## src/rtl/f36m_mult_pkg.sv

```systemverilog
// ---------------------------------------------------------------------------
// f36m_mult_pkg
// Shared widths and GF(3) / GF(3^m) arithmetic helpers for the pairing
// datapath. A GF(3) digit is two bits (00 = 0, 01 = 1, 10 = 2 = -1; 11 is
// never produced). A GF(3^m) element packs m digits, x^0 in the LSBs, and is
// reduced modulo x^5 + 2x + 1, so x^5 = x + 2.
//   WIDTH : GF(3^m)    element MSB
//   W2    : GF(3^{2m}) element MSB ({hi, lo}, element = lo + hi*sigma)
//   W6    : GF(3^{6m}) element MSB ({e2, e1, e0}, element = e0 + e1*rho + e2*rho^2)
// ---------------------------------------------------------------------------
package f36m_mult_pkg;

    localparam int M     = 5;
    localparam int WIDTH = 2 * M - 1;
    localparam int W2    = 2 * (WIDTH + 1) - 1;
    localparam int W6    = 3 * (W2 + 1) - 1;

    function automatic logic [1:0] gf3_add(input logic [1:0] x, input logic [1:0] y);
        logic [2:0] s;
        logic [2:0] s_wrap;
        s      = {1'b0, x} + {1'b0, y};
        s_wrap = s - 3'd3;
        gf3_add = (s >= 3'd3) ? s_wrap[1:0] : s[1:0];
    endfunction

    // Negation in GF(3) swaps the encodings of 1 and 2.
    function automatic logic [1:0] gf3_neg(input logic [1:0] x);
        gf3_neg = {x[0], x[1]};
    endfunction

    function automatic logic [1:0] gf3_mul(input logic [1:0] x, input logic [1:0] y);
        if (x == 2'd0 || y == 2'd0)
            gf3_mul = 2'd0;
        else if (x == y)
            gf3_mul = 2'd1;
        else
            gf3_mul = 2'd2;
    endfunction

    function automatic logic [WIDTH:0] f3m_add(input logic [WIDTH:0] x, input logic [WIDTH:0] y);
        for (int n = 0; n < M; n++)
            f3m_add[2*n +: 2] = gf3_add(x[2*n +: 2], y[2*n +: 2]);
    endfunction

    function automatic logic [WIDTH:0] f3m_neg(input logic [WIDTH:0] x);
        for (int n = 0; n < M; n++)
            f3m_neg[2*n +: 2] = gf3_neg(x[2*n +: 2]);
    endfunction

    // Schoolbook product followed by top-down folding with x^5 = x + 2.
    function automatic logic [WIDTH:0] f3m_mul(input logic [WIDTH:0] x, input logic [WIDTH:0] y);
        logic [1:0] p [0:2*M-2];
        for (int n = 0; n <= 2 * M - 2; n++)
            p[n] = 2'd0;
        for (int i = 0; i < M; i++)
            for (int j = 0; j < M; j++)
                p[i+j] = gf3_add(p[i+j], gf3_mul(x[2*i +: 2], y[2*j +: 2]));
        for (int n = 2 * M - 2; n >= M; n--) begin
            p[n-M+1] = gf3_add(p[n-M+1], p[n]);
            p[n-M]   = gf3_add(p[n-M], gf3_add(p[n], p[n]));
        end
        for (int n = 0; n < M; n++)
            f3m_mul[2*n +: 2] = p[n];
    endfunction

endpackage

```

## src/rtl/f32m_add.sv

```systemverilog
// ---------------------------------------------------------------------------
// f32m_add
// GF(3^{2m}) adder: digit-wise GF(3) addition, no carries. Combinational.
//   a, b : addends   (W2+1 bits)
//   c    : a + b     (W2+1 bits)
// ---------------------------------------------------------------------------
module f32m_add
    import f36m_mult_pkg::*;
(
    input  logic [W2:0] a,
    input  logic [W2:0] b,
    output logic [W2:0] c
);

    // NOTE: every combinational output gets a default before any branch or
    // loop so no path can leave it unassigned and infer a latch.
    always_comb begin
        c = '0;
        for (int n = 0; n < (W2 + 1) / 2; n++)
            c[2*n +: 2] = gf3_add(a[2*n +: 2], b[2*n +: 2]);
    end

endmodule

```

## src/rtl/f32m_mult.sv

```systemverilog
// ---------------------------------------------------------------------------
// f32m_mult
// Sequential GF(3^{2m}) multiplier, GF(3^m)[sigma]/(sigma^2 + 1):
//   (a0 + a1*sigma)(b0 + b1*sigma) = (a0b0 - a1b1) + (a0b1 + a1b0)*sigma
// One GF(3^m) multiplier is time-shared over four steps. A cycle with reset
// high clears the block; the four steps then run and done stays high until
// the next reset.
//   clk   : clock
//   reset : synchronous, active-high; also starts a multiplication
//   a, b  : operands, held stable until done
//   c     : product, valid while done = 1
//   done  : result valid
// ---------------------------------------------------------------------------
module f32m_mult
    import f36m_mult_pkg::*;
(
    input  logic        clk,
    input  logic        reset,
    input  logic [W2:0] a,
    input  logic [W2:0] b,
    output logic [W2:0] c,
    output logic        done
);

    logic [1:0]     step;
    logic [WIDTH:0] t0;
    logic [WIDTH:0] t1;
    logic [WIDTH:0] mx;
    logic [WIDTH:0] my;
    logic [WIDTH:0] p;

    always_comb begin
        mx = a[WIDTH:0];
        my = b[WIDTH:0];
        case (step)
            2'd0:    begin mx = a[WIDTH:0];    my = b[WIDTH:0];    end
            2'd1:    begin mx = a[W2:WIDTH+1]; my = b[W2:WIDTH+1]; end
            2'd2:    begin mx = a[WIDTH:0];    my = b[W2:WIDTH+1]; end
            default: begin mx = a[W2:WIDTH+1]; my = b[WIDTH:0];    end
        endcase
    end

    assign p = f3m_mul(mx, my);

    // NOTE: clocked state uses non-blocking assignments so every register
    // samples the pre-edge values, independent of statement order.
    always_ff @(posedge clk) begin
        if (reset) begin
            step <= 2'd0;
            t0   <= '0;
            t1   <= '0;
            done <= 1'b0;
        end else if (!done) begin
            case (step)
                2'd0:    t0 <= p;
                2'd1:    t0 <= f3m_add(t0, f3m_neg(p));
                2'd2:    t1 <= p;
                default: begin
                    t1   <= f3m_add(t1, p);
                    done <= 1'b1;
                end
            endcase
            step <= step + 2'd1;
        end
    end

    assign c = {t1, t0};

endmodule

```

## src/rtl/f36m_mult.sv

```systemverilog
// ---------------------------------------------------------------------------
// f36m_mult
// Sequential GF(3^{6m}) multiplier, GF(3^{2m})[rho]/(rho^3 - rho - 1).
// The nine products ai*bj are formed one at a time on a single f32m_mult and
// accumulated into d[i+j]; the five partials are then folded with
// rho^3 = rho + 1 and rho^4 = rho^2 + rho and registered.
//   clk   : clock
//   reset : synchronous, active-high; deassertion starts a multiplication
//   a, b  : operands {x2, x1, x0}, held stable from reset release to done
//   c     : product {c2, c1, c0}, registered, valid while done = 1
//   done  : result valid, held until the next reset
// ---------------------------------------------------------------------------
module f36m_mult
    import f36m_mult_pkg::*;
(
    input  logic        clk,
    input  logic        reset,
    input  logic [W6:0] a,
    input  logic [W6:0] b,
    output logic [W6:0] c,
    output logic        done
);

    localparam logic [2:0] S_CLEAR  = 3'd0;
    localparam logic [2:0] S_KICK   = 3'd1;
    localparam logic [2:0] S_WAIT   = 3'd2;
    localparam logic [2:0] S_ACC    = 3'd3;
    localparam logic [2:0] S_REDUCE = 3'd4;
    localparam logic [2:0] S_HOLD   = 3'd5;

    logic [2:0]  state;
    logic [2:0]  state_next;
    logic [3:0]  k;
    logic [1:0]  i_idx;
    logic [1:0]  j_idx;
    logic [2:0]  d_idx;
    logic [W2:0] d [0:4];
    logic [W2:0] d_cur;
    logic [W2:0] a_sel;
    logic [W2:0] b_sel;
    logic [W2:0] opa;
    logic [W2:0] opb;
    logic [W2:0] sub_c;
    logic [W2:0] acc_sum;
    logic [W2:0] r0;
    logic [W2:0] r1_part;
    logic [W2:0] r1;
    logic [W2:0] r2;
    logic        sub_reset;
    logic        sub_done;
    logic        load_ops;
    logic        acc_en;
    logic        commit;

    // ---------------- FSM: state register ----------------
    always_ff @(posedge clk) begin
        if (reset)
            state <= S_CLEAR;
        else
            state <= state_next;
    end

    // ---------------- FSM: next state ----------------
    always_comb begin
        state_next = state;
        case (state)
            S_CLEAR:  state_next = S_KICK;
            S_KICK:   state_next = S_WAIT;
            S_WAIT:   state_next = sub_done ? S_ACC : S_WAIT;
            S_ACC:    state_next = (k == 4'd8) ? S_REDUCE : S_KICK;
            S_REDUCE: state_next = S_HOLD;
            S_HOLD:   state_next = S_HOLD;
            default:  state_next = S_CLEAR;
        endcase
    end

    // ---------------- FSM: outputs ----------------
    // The sub-multiplier is reset for the single KICK cycle, which also clears
    // the done it still shows from the previous product.
    always_comb begin
        sub_reset = reset || (state == S_KICK);
        load_ops  = (state == S_KICK);
        acc_en    = (state == S_ACC);
        commit    = (state == S_REDUCE);
    end

    // k -> (i, j) = (k div 3, k mod 3)
    always_comb begin
        i_idx = 2'd0;
        j_idx = 2'd0;
        case (k)
            4'd1:    j_idx = 2'd1;
            4'd2:    j_idx = 2'd2;
            4'd3:    i_idx = 2'd1;
            4'd4:    begin i_idx = 2'd1; j_idx = 2'd1; end
            4'd5:    begin i_idx = 2'd1; j_idx = 2'd2; end
            4'd6:    i_idx = 2'd2;
            4'd7:    begin i_idx = 2'd2; j_idx = 2'd1; end
            4'd8:    begin i_idx = 2'd2; j_idx = 2'd2; end
            default: ;
        endcase
    end

    always_comb begin
        d_idx = {1'b0, i_idx} + {1'b0, j_idx};
        d_cur = d[d_idx];
        case (i_idx)
            2'd0:    a_sel = a[W2:0];
            2'd1:    a_sel = a[2*W2+1:W2+1];
            default: a_sel = a[W6:2*W2+2];
        endcase
        case (j_idx)
            2'd0:    b_sel = b[W2:0];
            2'd1:    b_sel = b[2*W2+1:W2+1];
            default: b_sel = b[W6:2*W2+2];
        endcase
    end

    f32m_mult u_mult (
        .clk   (clk),
        .reset (sub_reset),
        .a     (opa),
        .b     (opb),
        .c     (sub_c),
        .done  (sub_done)
    );

    f32m_add u_acc (.a(d_cur), .b(sub_c), .c(acc_sum));

    // c0 = d0 + d3, c1 = d1 + d3 + d4, c2 = d2 + d4
    f32m_add u_red0  (.a(d[0]),   .b(d[3]), .c(r0));
    f32m_add u_red1a (.a(d[1]),   .b(d[3]), .c(r1_part));
    f32m_add u_red1b (.a(r1_part), .b(d[4]), .c(r1));
    f32m_add u_red2  (.a(d[2]),   .b(d[4]), .c(r2));

    // ---------------- datapath registers ----------------
    // NOTE: the partial-product file is explicitly cleared on reset because
    // accumulation reads it back; leaving it unreset would fold stale data in.
    always_ff @(posedge clk) begin
        if (reset) begin
            for (int n = 0; n < 5; n++)
                d[n] <= '0;
            k    <= 4'd0;
            opa  <= '0;
            opb  <= '0;
            c    <= '0;
            done <= 1'b0;
        end else begin
            if (load_ops) begin
                opa <= a_sel;
                opb <= b_sel;
            end
            if (acc_en) begin
                d[d_idx] <= acc_sum;
                if (k != 4'd8)
                    k <= k + 4'd1;
            end
            if (commit) begin
                c    <= {r2, r1, r0};
                done <= 1'b1;
            end
        end
    end

endmodule
```

## config.mk

```make
export PLATFORM = sky130hd
export DESIGN_NAME = f36m_mult
export DESIGN_NICKNAME = d
export VERILOG_FILES = /design/src/rtl/f36m_mult_pkg.sv /design/src/rtl/f32m_add.sv /design/src/rtl/f32m_mult.sv /design/src/rtl/f36m_mult.sv
export SDC_FILE = /design/constraint.sdc
export NUM_CORES = 1
export LEC_CHECK = 0
export ABC_AREA = 1
export CORE_ASPECT_RATIO = 0.6
export CORE_MARGIN = 4
export CORE_UTILIZATION = 55
export CTS_BUF_LIST = sky130_fd_sc_hd__clkbuf_4 sky130_fd_sc_hd__clkbuf_8
export DETAILED_ROUTE_END_ITERATION = 7
export PLACE_DENSITY_LB_ADDON = 0.12
export SYNTH_ARGS = -nofsm -noshare
export SYNTH_HDL_FRONTEND = slang
export SYNTH_SLANG_ARGS = --single-unit
export TNS_END_PERCENT = 10
```

## constraint.sdc

```tcl
create_clock -name clk -period 15.6 [get_ports clk]
set_clock_uncertainty 0.05 [all_clocks]
set_input_delay 1.56 -clock clk [delete_from_list [all_inputs] [get_ports clk]]
set_output_delay 1.56 -clock clk [all_outputs]
set_load 0.02 [all_outputs]
```

Yosys cells after proc, flatten, opt, wreduce, memory -nomap -nowiden

Memories as Yosys holds them, arrays and structs flattened.
Cells that the tools add are included.

RAM bits: 100
Bits of input ports: 122
Output and inout bits: 61
Register bits after elaboration: 131
Memories: 1

$add $sub $neg: 188
Reductions and logical operators: 54
Order comparisons: 97
Bitwise logic cells: 2
Eq/ne operators: 43
Muxes and demuxes: 168

Memory list:

| name | words | width | rd ports | clocked after Yosys merged registers in | wr ports | line            | text |
|---|---|---|---|---|---|---|---|
| d    | 5     | 20    | 6        | 0                                       | 5        | f36m_mult.sv:37 | `logic [W2:0] d [0:4];` |

Operators by type and width:

| cell                                                                   | count |
|---|---|
| 2-bit 2-to-1 mux                                                       | 147 |
| 2-bit by 2-bit adder with 3-bit output                                 | 89 |
| 3-bit by 2-bit >= comparator with 1-bit output (second input constant) | 88 |
| 2-bit subtractor (second input constant)                               | 97 |
| 20-bit one-hot mux with 2 select lines                                 | 2 |
| 2-bit equality test                                                    | 25 |
| 10-bit one-hot mux with 2 select lines                                 | 2 |
| 2-bit zero test                                                        | 13 |
| 1-bit logical OR                                                       | 26 |
| 10-bit 2-to-1 mux                                                      | 2 |
| 20-bit 2-to-1 mux                                                      | 1 |
| 20-bit OR reduction                                                    | 1 |
| 2-bit >= comparator (second input constant)                            | 9 |
| 4-bit by 3-bit equality test with 1-bit output (second input constant) | 4 |
| 3-bit one-hot mux with 5 select lines                                  | 1 |
| 3-bit OR reduction                                                     | 5 |
| 1-bit 2-to-1 mux                                                       | 9 |
| 4-bit by 2-bit equality test with 1-bit output (second input constant) | 2 |
| 2-bit one-hot mux with 2 select lines                                  | 2 |
| 2-bit OR reduction                                                     | 4 |
| 2-bit by 1-bit equality test with 1-bit output (second input constant) | 3 |
| 3-bit by 2-bit equality test with 1-bit output (second input constant) | 2 |
| 3-bit equality test (second input constant)                            | 2 |
| 3-bit 2-to-1 mux                                                       | 2 |
| other kinds (11)                                                       | 14 |

Depth between registers and ports, before layout

Gate-level depths: netlist of the first run.

Word-level depth: 27
Depth in mapped cells: 68

Modules after synthesis

A second synthesis of the first run with hierarchy kept.

Cell total of the unflattened synthesis: 3170
Area total of the unflattened synthesis: 23025.8 um^2

By module, submodules not included:

| module    | times used | seq. area each (um^2) | cells each | area an instance (um^2) |
|---|---|---|---|---|
| f36m_mult | 1          | 6966.7                | 1290       | 11702.5 |
| f32m_mult | 1          | 460.4                 | 980        | 5693.0 |
| f32m_add  | 5          | 0.0                   | 180        | 1126.1 |

Worst setup path before layout of the first run

No wires, ideal clock.

Path type: flip-flop to flip-flop
From: reg u_mult.step[0]
To: reg u_mult.t0[7]
Data required time: 15441 ps
Slack: 6148 ps
Cell stages (with the launch flop): 65
Arrival: 9294 ps
Path buffers: 3
Cell sequence: dfxtp_1 -> inv_1 -> ha_1 -> buf_6 -> buf_12 -> o21ai_4 -> or2_0 -> buf_4 -> nand2_1 -> nor2_1 -> ha_1 -> inv_1 -> fa_1 -> inv_1 -> ha_1 -> nand3b_1 -> xnor2_1 -> inv_1 -> [29 not listed] -> inv_1 -> nand3b_1 -> nand2_1 -> nand2_1 -> inv_1 -> ha_1 -> inv_1 -> fa_1 -> inv_1 -> ha_1 -> inv_1 -> nand2_1 -> o21ai_0 -> inv_1 -> o21ai_0 -> nand3_1 -> nand2_1 -> inv_1

Longest elaborated chain between the ends: 27

RTL lines:

| what                                                                               | line                                     | text |
|---|---|---|
| start, declared                                                                    | f32m_mult.sv:25                          | `logic [1:0] step;` |
| start signal, assigned                                                             | f32m_mult.sv:63                          | `step <= step + 2'd1;` |
| 2-bit equality test (tied with other cells)                                        | f32m_mult.sv:35                          | `case (step)` |
| 2-bit OR reduction (no line)                                                       | --                                       |  |
| 10-bit 2-to-1 mux                                                                  | f32m_mult.sv:35                          |  |
| 2-bit equality test or 2-bit zero test (tied branches)                             | f36m_mult_pkg.sv:34, f36m_mult_pkg.sv:32 |  |
| 2-bit 2-to-1 mux or 1-bit logical OR (tied branches)                               | f36m_mult_pkg.sv:34, f36m_mult_pkg.sv:32 |  |
| 2-bit 2-to-1 mux                                                                   | f36m_mult_pkg.sv:32                      | `if (x == 2'd0 \|\| y == 2'd0)` |
| 2-bit subtractor or 2-bit >= comparator (tied branches)                            | f36m_mult_pkg.sv:22, f36m_mult_pkg.sv:23 |  |
| 2-bit 2-to-1 mux                                                                   | f36m_mult_pkg.sv:23                      | `gf3_add = (s >= 3'd3) ? s_wrap[1:0] : s[1:0];` |
| [11 not listed]                                                                    | --                                       |  |
| 2-bit 2-to-1 mux                                                                   | f36m_mult_pkg.sv:23                      |  |
| 2-bit by 2-bit adder with 3-bit output                                             | f36m_mult_pkg.sv:21                      | `s = {1'b0, x} + {1'b0, y};` |
| 3-bit by 2-bit >= comparator with 1-bit output or 2-bit subtractor (tied branches) | f36m_mult_pkg.sv:23, f36m_mult_pkg.sv:22 |  |
| 2-bit 2-to-1 mux                                                                   | f36m_mult_pkg.sv:23                      |  |
| 2-bit by 2-bit adder with 3-bit output                                             | f36m_mult_pkg.sv:21                      |  |
| 3-bit by 2-bit >= comparator with 1-bit output or 2-bit subtractor (tied branches) | f36m_mult_pkg.sv:23, f36m_mult_pkg.sv:22 |  |
| 2-bit 2-to-1 mux                                                                   | f36m_mult_pkg.sv:23                      |  |
| 10-bit one-hot mux with 2 select lines                                             | f32m_mult.sv:54                          | `case (step)` |
| end signal, assigned                                                               | f32m_mult.sv:55                          | `2'd0: t0 <= p;` |
| end signal, assigned                                                               | f32m_mult.sv:56                          | `2'd1: t0 <= f3m_add(t0, f3m_neg(p));` |
| end, declared                                                                      | f32m_mult.sv:26                          | `logic [WIDTH:0] t0;` |

Parallel ways exist; a longest one is shown, timed or not.
A chain may end at the register's enable or synchronous reset.

Worst setup path after layout of the first run

From: reg u_mult.step[0]
To: reg u_mult.t0[9]

The elaborated chain is that of the path after synthesis.

==> metrics, run 1 <==
status finished, final reports clean; Crit-path slowest cell a21boi_0; layout cells sized above 1 0.0524; Total Wirelength 59100 um; FP Rows between 50 and 60; Synth Area per Inst 7.78 um2; Reg2Reg Launch Point u_mult.step[0]; kind of cell adding the most delay to the critical path adder cells; area grow syn2layout 15.7%; Async S/R FF share, synth 0; Netlist Area Pre-Place 0.0213 mm2; crit path DAT 11.21 ns; synthesized instance count between 2000 and 3000; I/O pin count ~180; CP required approximately 16 ns; largest net degree at the start of global routing 82; deepest clock path buffer count 3; RSZ-0062 raised after global routing false; Post-CTS Hold Fix Bufs 0; gr usage total 0.277; nature of the critical path startpoint register; synth cell count leaders 520 x inv_1, 458 x nand2_1, 366 x nor2_1; fin crit share 0.691; met1 Use GR 0.425; min-delay src c[31]; IO buf count 182; gr ovfl total 0; vias in the first global route ~18000; Num CTS Buffers 47; Yosys top cell area share 0.226; net count after synthesis 3122; Post-synth EDFFs 160; setup violators final 0; core box area around 0.038 mm2; CTS resizes 0; final hold viol count 0; Clock Latency Late Sink around 0.60 ns; internal reg-to-reg setup slack 4.82 ns; Max-cap violations 0; CP max stage delay 0.52 ns; FILL cells about 3200; count leader, synth inv_1; hold crit path type register to register; Die ar. around 0.042 mm2; Most Frequent Cell on Critical Path ha_1; post-synthesis register bit count 291; Clock Sinks around 290; post-synth cell types 43; layer with the highest usage met1; met3 usage 0.0703; initial antenna violation count 0; Least-Margin Pin Slew between 1 and 1.5 ns; top post-synthesis cells by area edfxtp_1 23%, dfxtp_1 12%, ha_1 10%, inv_1 9.2%, nand2_1 8.1%; CTS tree built; WL per Instance 17.1 um; die width between 200 and 300 um; H-tree Lvls 2; max-slew violations 0; Yosys warnings 0; DRC Markers 0; starting DRC count in detailed routing approximately 1800; fmax 92.8 MHz; Vias/cell approximately 5.4; met2 Resource Use GR 0.403; gpl congestion roughly 0.9; Initial Util 0.562; Reg clk slew, reported paths approximately 0.07 ns; final antenna-violating net count 0; ys flop type edfxtp_1; element type at the critical path end register; max_slew headroom 0.205; setup_tns 0 ns; hold depth 2; CP Class register to register; root buf cell clkbuf_8; WP buf/inv 9; vias 18689; Worst R2R Path Depth 53; hold endpoint c[31]; Die Span Y 160 um; nets@finish 3286; leading area contributor after synthesis edfxtp_1; post-DP HPWL between 40000 and 50000 um; reg2reg end u_mult.t0[9]; Post-CTS Setup Bufs 0; drt first pass iters 6; post-synthesis sequential area ratio 0.349; first-pass GRT wire length about 93000 um; min cycle time layout 10.78 ns; CP Max Fanout 30
stage by stage:
stage | setup slack (ns) | hold WS, ns | cell area (um2) | std cells | utilization
floorplan | 6.15 | 0.420 | 21300 | 2738 | -
global placement | 5.44 | 0.399 | 23500 | 3366 | 0.620
detailed placement | 5.00 | 0.412 | 23500 | 3366 | 0.620
CTS | 4.95 | 0.421 | 24600 | 3453 | 0.650
global route | 3.92 | 0.439 | 24600 | 3453 | 0.650
finish | 4.82 | 0.417 | 24600 | 3454 | 0.650
final cells by class:
type                    count  area, um2  area share
multi-input cells        1829      11500       0.465
diodes                      1       2.50    0.000102
repair buffers            208       2010      0.0817
clock inverters            20        280      0.0114
well taps                 513        642      0.0261
inverters                 525       1970      0.0800
flip-flops and latches    291       7430       0.302
clock buffers              67        835      0.0339
how the worst max path moves through the flow:
stage | start | depth (start not counted) | endpoint | slack (ns)
6_report | u_mult.step[0] | 53 | u_mult.t0[9] | 4.82
5_1_grt | u_mult.step[0] | 52 | u_mult.t1[9] | 3.92
4_1_cts | u_mult.step[0] | 64 | u_mult.t0[7] | 4.95
3_5_place_dp | u_mult.step[0] | 64 | u_mult.t0[7] | 5.00
3_3_place_gp | u_mult.step[0] | 54 | u_mult.t0[9] | 5.44
2_1_floorplan | u_mult.step[0] | 64 | u_mult.t0[7] | 6.15
sequential cells by signal (all words and copies together) (netlist names):
signal	cells
u_mult.t0	10
state	3
u_mult.t1	10
opa	20
done	1
u_mult.done	1
d	160
k	4
u_mult.step	2
c	60
opb	20
worst register-to-register path: cells and delay by family, from the launching register on:
family | cells | cell delay, ns
compound gates | 7 | 1.59
xor+xnor | 4 | 0.66
fa+ha+maj | 18 | 5.45
buf+inv | 9 | 0.85
flops | 1 | 0.40
simple gates | 15 | 1.69
layer usage:
metal  vias to the layer above  wire [um]
met5                         -          0
met4                         0        582
met3                        57       6160
met2                       648      24800
met1                      8894      27600
li1                       9090          -
placed cells by master (no fill, tap or decap), drive strengths merged, types with 7 or more instances in the layout:
cell type | synthesis | final
buf | 51 | 27
nand3 | 191 | 191
clkinv | 3 | 16
o21ai | 186 | 186
edfxtp | 160 | 160
nor3 | 10 | 10
nor2 | 367 | 367
xnor2 | 16 | 16
fa | 85 | 85
bufinv | 0 | 7
or2 | 8 | 8
nand3b | 22 | 22
clkbuf | 42 | 67
xor2 | 69 | 69
o22ai | 64 | 64
dfxtp | 131 | 131
o211ai | 20 | 20
a21oi | 131 | 131
nand2 | 465 | 465
clkdlybuf4s50 | 0 | 181
inv | 522 | 522
ha | 177 | 177
cells by family (layout without fill, tap and decap cells):
group,after synthesis,count (layout),synth area share
adder cells (fa/ha/maj),262,262,0.184
flip-flops,291,291,0.349
multiplexers,2,2,0.00106
AND/OR/NAND/NOR,1066,1066,0.207
XOR/XNOR,85,85,0.0350
buffers and inverters,618,820,0.113
other,0,1,0
AO/OA/AOI/OAI,414,414,0.111
Power of run 1 is left out: the tool's default activity adds up to more than one toggle a clock period on the data nets, which glitch-free logic cannot reach.
==> run 2, diff against run 1 <==
Clock period 15.6 ns to 10.3 ns, I/O delays scaled along.
==> run 2 against run 1 <==
Compared with the run above: clock-buffer cell count is 5 lower; maximum frequency increased by 8.6%; wire length increased by 0.12%; worst setup slack got worse by 4.4 ns; final area is 1.8% higher; critical path depth is 11 higher; final cell count is 0.98% higher; critical endpoint is now u_mult.t0[7]; largest cell class unchanged.
==> metrics, run 2 (synthesis gave the netlist of run 1 again) <==
placed cells 3377 (+0.33%); crit path DAT 10.34 ns (-0.87 ns); root buf cell clkbuf_8; Vias/cell 5.36 (-0.90%); Final Core Density 0.661 (+0.0115); Die ar. 0.0420 mm2 (unchanged); WL per Instance 17.0 um (-0.86%); nature of the critical path startpoint register; Reg clk slew, reported paths 0.06 ns (about the same); Initial Util 0.562 (unchanged); IO buf count 182 (unchanged); first-pass GRT wire length 90900 um (-2.6%); Top Registers d (160), c (60); RSZ-0062 raised after global routing true; vias in the first global route 17418 (-2.6%); Post-CTS Hold Fix Bufs 0 (unchanged); Crit-path slowest cell fa_1; CTS tree built; FP Rows 55 (unchanged); max reg flops 160 (unchanged); Die Span Y 160 um (unchanged); hold crit path type register to register; ANT cells 0 (-1); gpl congestion 0.907 (+1.5%); area grow syn2layout 17.8%; nets@finish 3324 (+1.2%); Worst R2R Path Depth 64 (+21%); min cycle time layout 9.93 ns (-0.850 ns); DRC Markers 0 (unchanged); max-slew violations 0 (unchanged); Clock Sinks 291 (unchanged); vias 18703 (+0.075%); max_slew headroom 0.213 (+0.00844); CP max stage delay 0.59 ns (+0.07 ns); status finished, final reports clean; fmax 101 MHz (+8.6%); gr ovfl total 0 (unchanged); starting DRC count in detailed routing 1560 (-12%); initial antenna violation count 1 (+1); CP required 10.71 ns (-5.33 ns); fin crit share 0.964 (+0.273); Total Wirelength 59200 um (+0.12%); CP Max Fanout 5 (-83%); die width 262 um (unchanged); layout cells sized above 1 0.0817 (+0.0293); FF/Latch Area 0.00743 mm2 (+0.10%); core box area 0.0379 mm2 (unchanged); element type at the critical path end register; most frequent cells in the layout 502 x inv_1, 450 x nand2_1, 362 x nor2_1; deepest clock path buffer count 3 (unchanged); Max-cap violations 0 (unchanged); largest net degree at the start of global routing 85 (+3.7%); hold depth 2 (unchanged); commonest non-fill, non-tap cell in the layout inv_1; final hold viol count 0 (unchanged); H-tree Lvls 2 (unchanged); Final Non-Filler Cells 3488 (+0.98%); CP Class register to register; post-DP HPWL 45300 um (-1.4%); Least-Margin Pin Slew 1.18 ns (-0.0131 ns); footprint of the multi-input gates 0.0117 mm2 (+1.9%); setup_tns 0 ns (unchanged); I/O pin count 183 (unchanged); setup violators final 0 (unchanged); FILL cells 3222 (+1.2%); Clock Latency Late Sink 0.60 ns (about the same); Hold WS 0.418 ns (+0.00105 ns); final antenna-violating net count 0 (unchanged); Num CTS Buffers 46 (-2.1%); Top reg by flops d; drt first pass iters 5 (-1); gr usage total 0.269 (-0.00723)
==> run 2: changes by cell type in the layout (fill, tap and decap cells not counted), moves of 5 or more <==
cell | previous run | this run
buf_4 | 26 | 59
inv_1 | 520 | 502
inv_2 | 2 | 18
ha_1 | 177 | 163
ha_2 | 0 | 9
nand2_1 | 458 | 450
nand2_2 | 6 | 14
o21ai_0 | 164 | 157
ha_4 | 0 | 5
o21ai_4 | 6 | 11
==> run 2: repair_timing <==
action                                 in CTS  in global routing
endpoints found under the hold margin       0                  0
gates resized for setup                     1                 86
gates cloned                                0                  3
buffers inserted                            0                 25
pin swaps                                   0                 41
setup endpoints to repair                   1                 11
==> run 2: through the flow <==
| stage | area (um2) | worst slack [ns] |
|---|---|---|
| 2_1_floorplan | 21300 | 0.848 |
| 3_3_place_gp | 23600 | 0.436 |
| 3_5_place_dp | 23600 | 0.0715 |
| 4_1_cts | 24600 | 0.0649 |
| 5_1_grt | 25100 | -0.158 |
| 6_report | 25100 | 0.372 |
==> run 2: final cells by class <==
cell class,instances,area share
clock buffers,62,0.0308
clock inverters,21,0.00754
inverters,525,0.0788
multi-input cells,1829,0.466
flip-flops and latches,291,0.297
well taps,513,0.0256
repair buffers,247,0.0946
==> run 2: final timing paths <==
| path | start | end | slack [ns] |
|---|---|---|---|
| min reg2reg | done | done | 0.42 |
| max reg2reg | u_mult.step[1] | u_mult.t0[7] | 0.37 |
| max | u_mult.step[1] | u_mult.t0[7] | 0.37 |
| min | done | done | 0.42 |
==> run 2: critical path: cells and delay by family, from the launching register on <==
family,cells,cell delay [ns]
adders and majority gates,18,5.37
AOI/OAI and AO/OA,3,0.38
buffers and inverters,26,1.63
and+or+nand+nor,13,1.46
xor gates and xnor gates,4,0.54
DFF,1,0.38
==> run 2: routing by layer <==
metal / share of wire / routed length (um) / track usage
met4: 0.011 / 666 / 0.0405
met2: 0.42 / 24900 / 0.389
met5: 0.00012 / 7 / 0
met3: 0.091 / 5420 / 0.0539
met1: 0.48 / 28200 / 0.425
Power of run 2 is left out for the same reason.
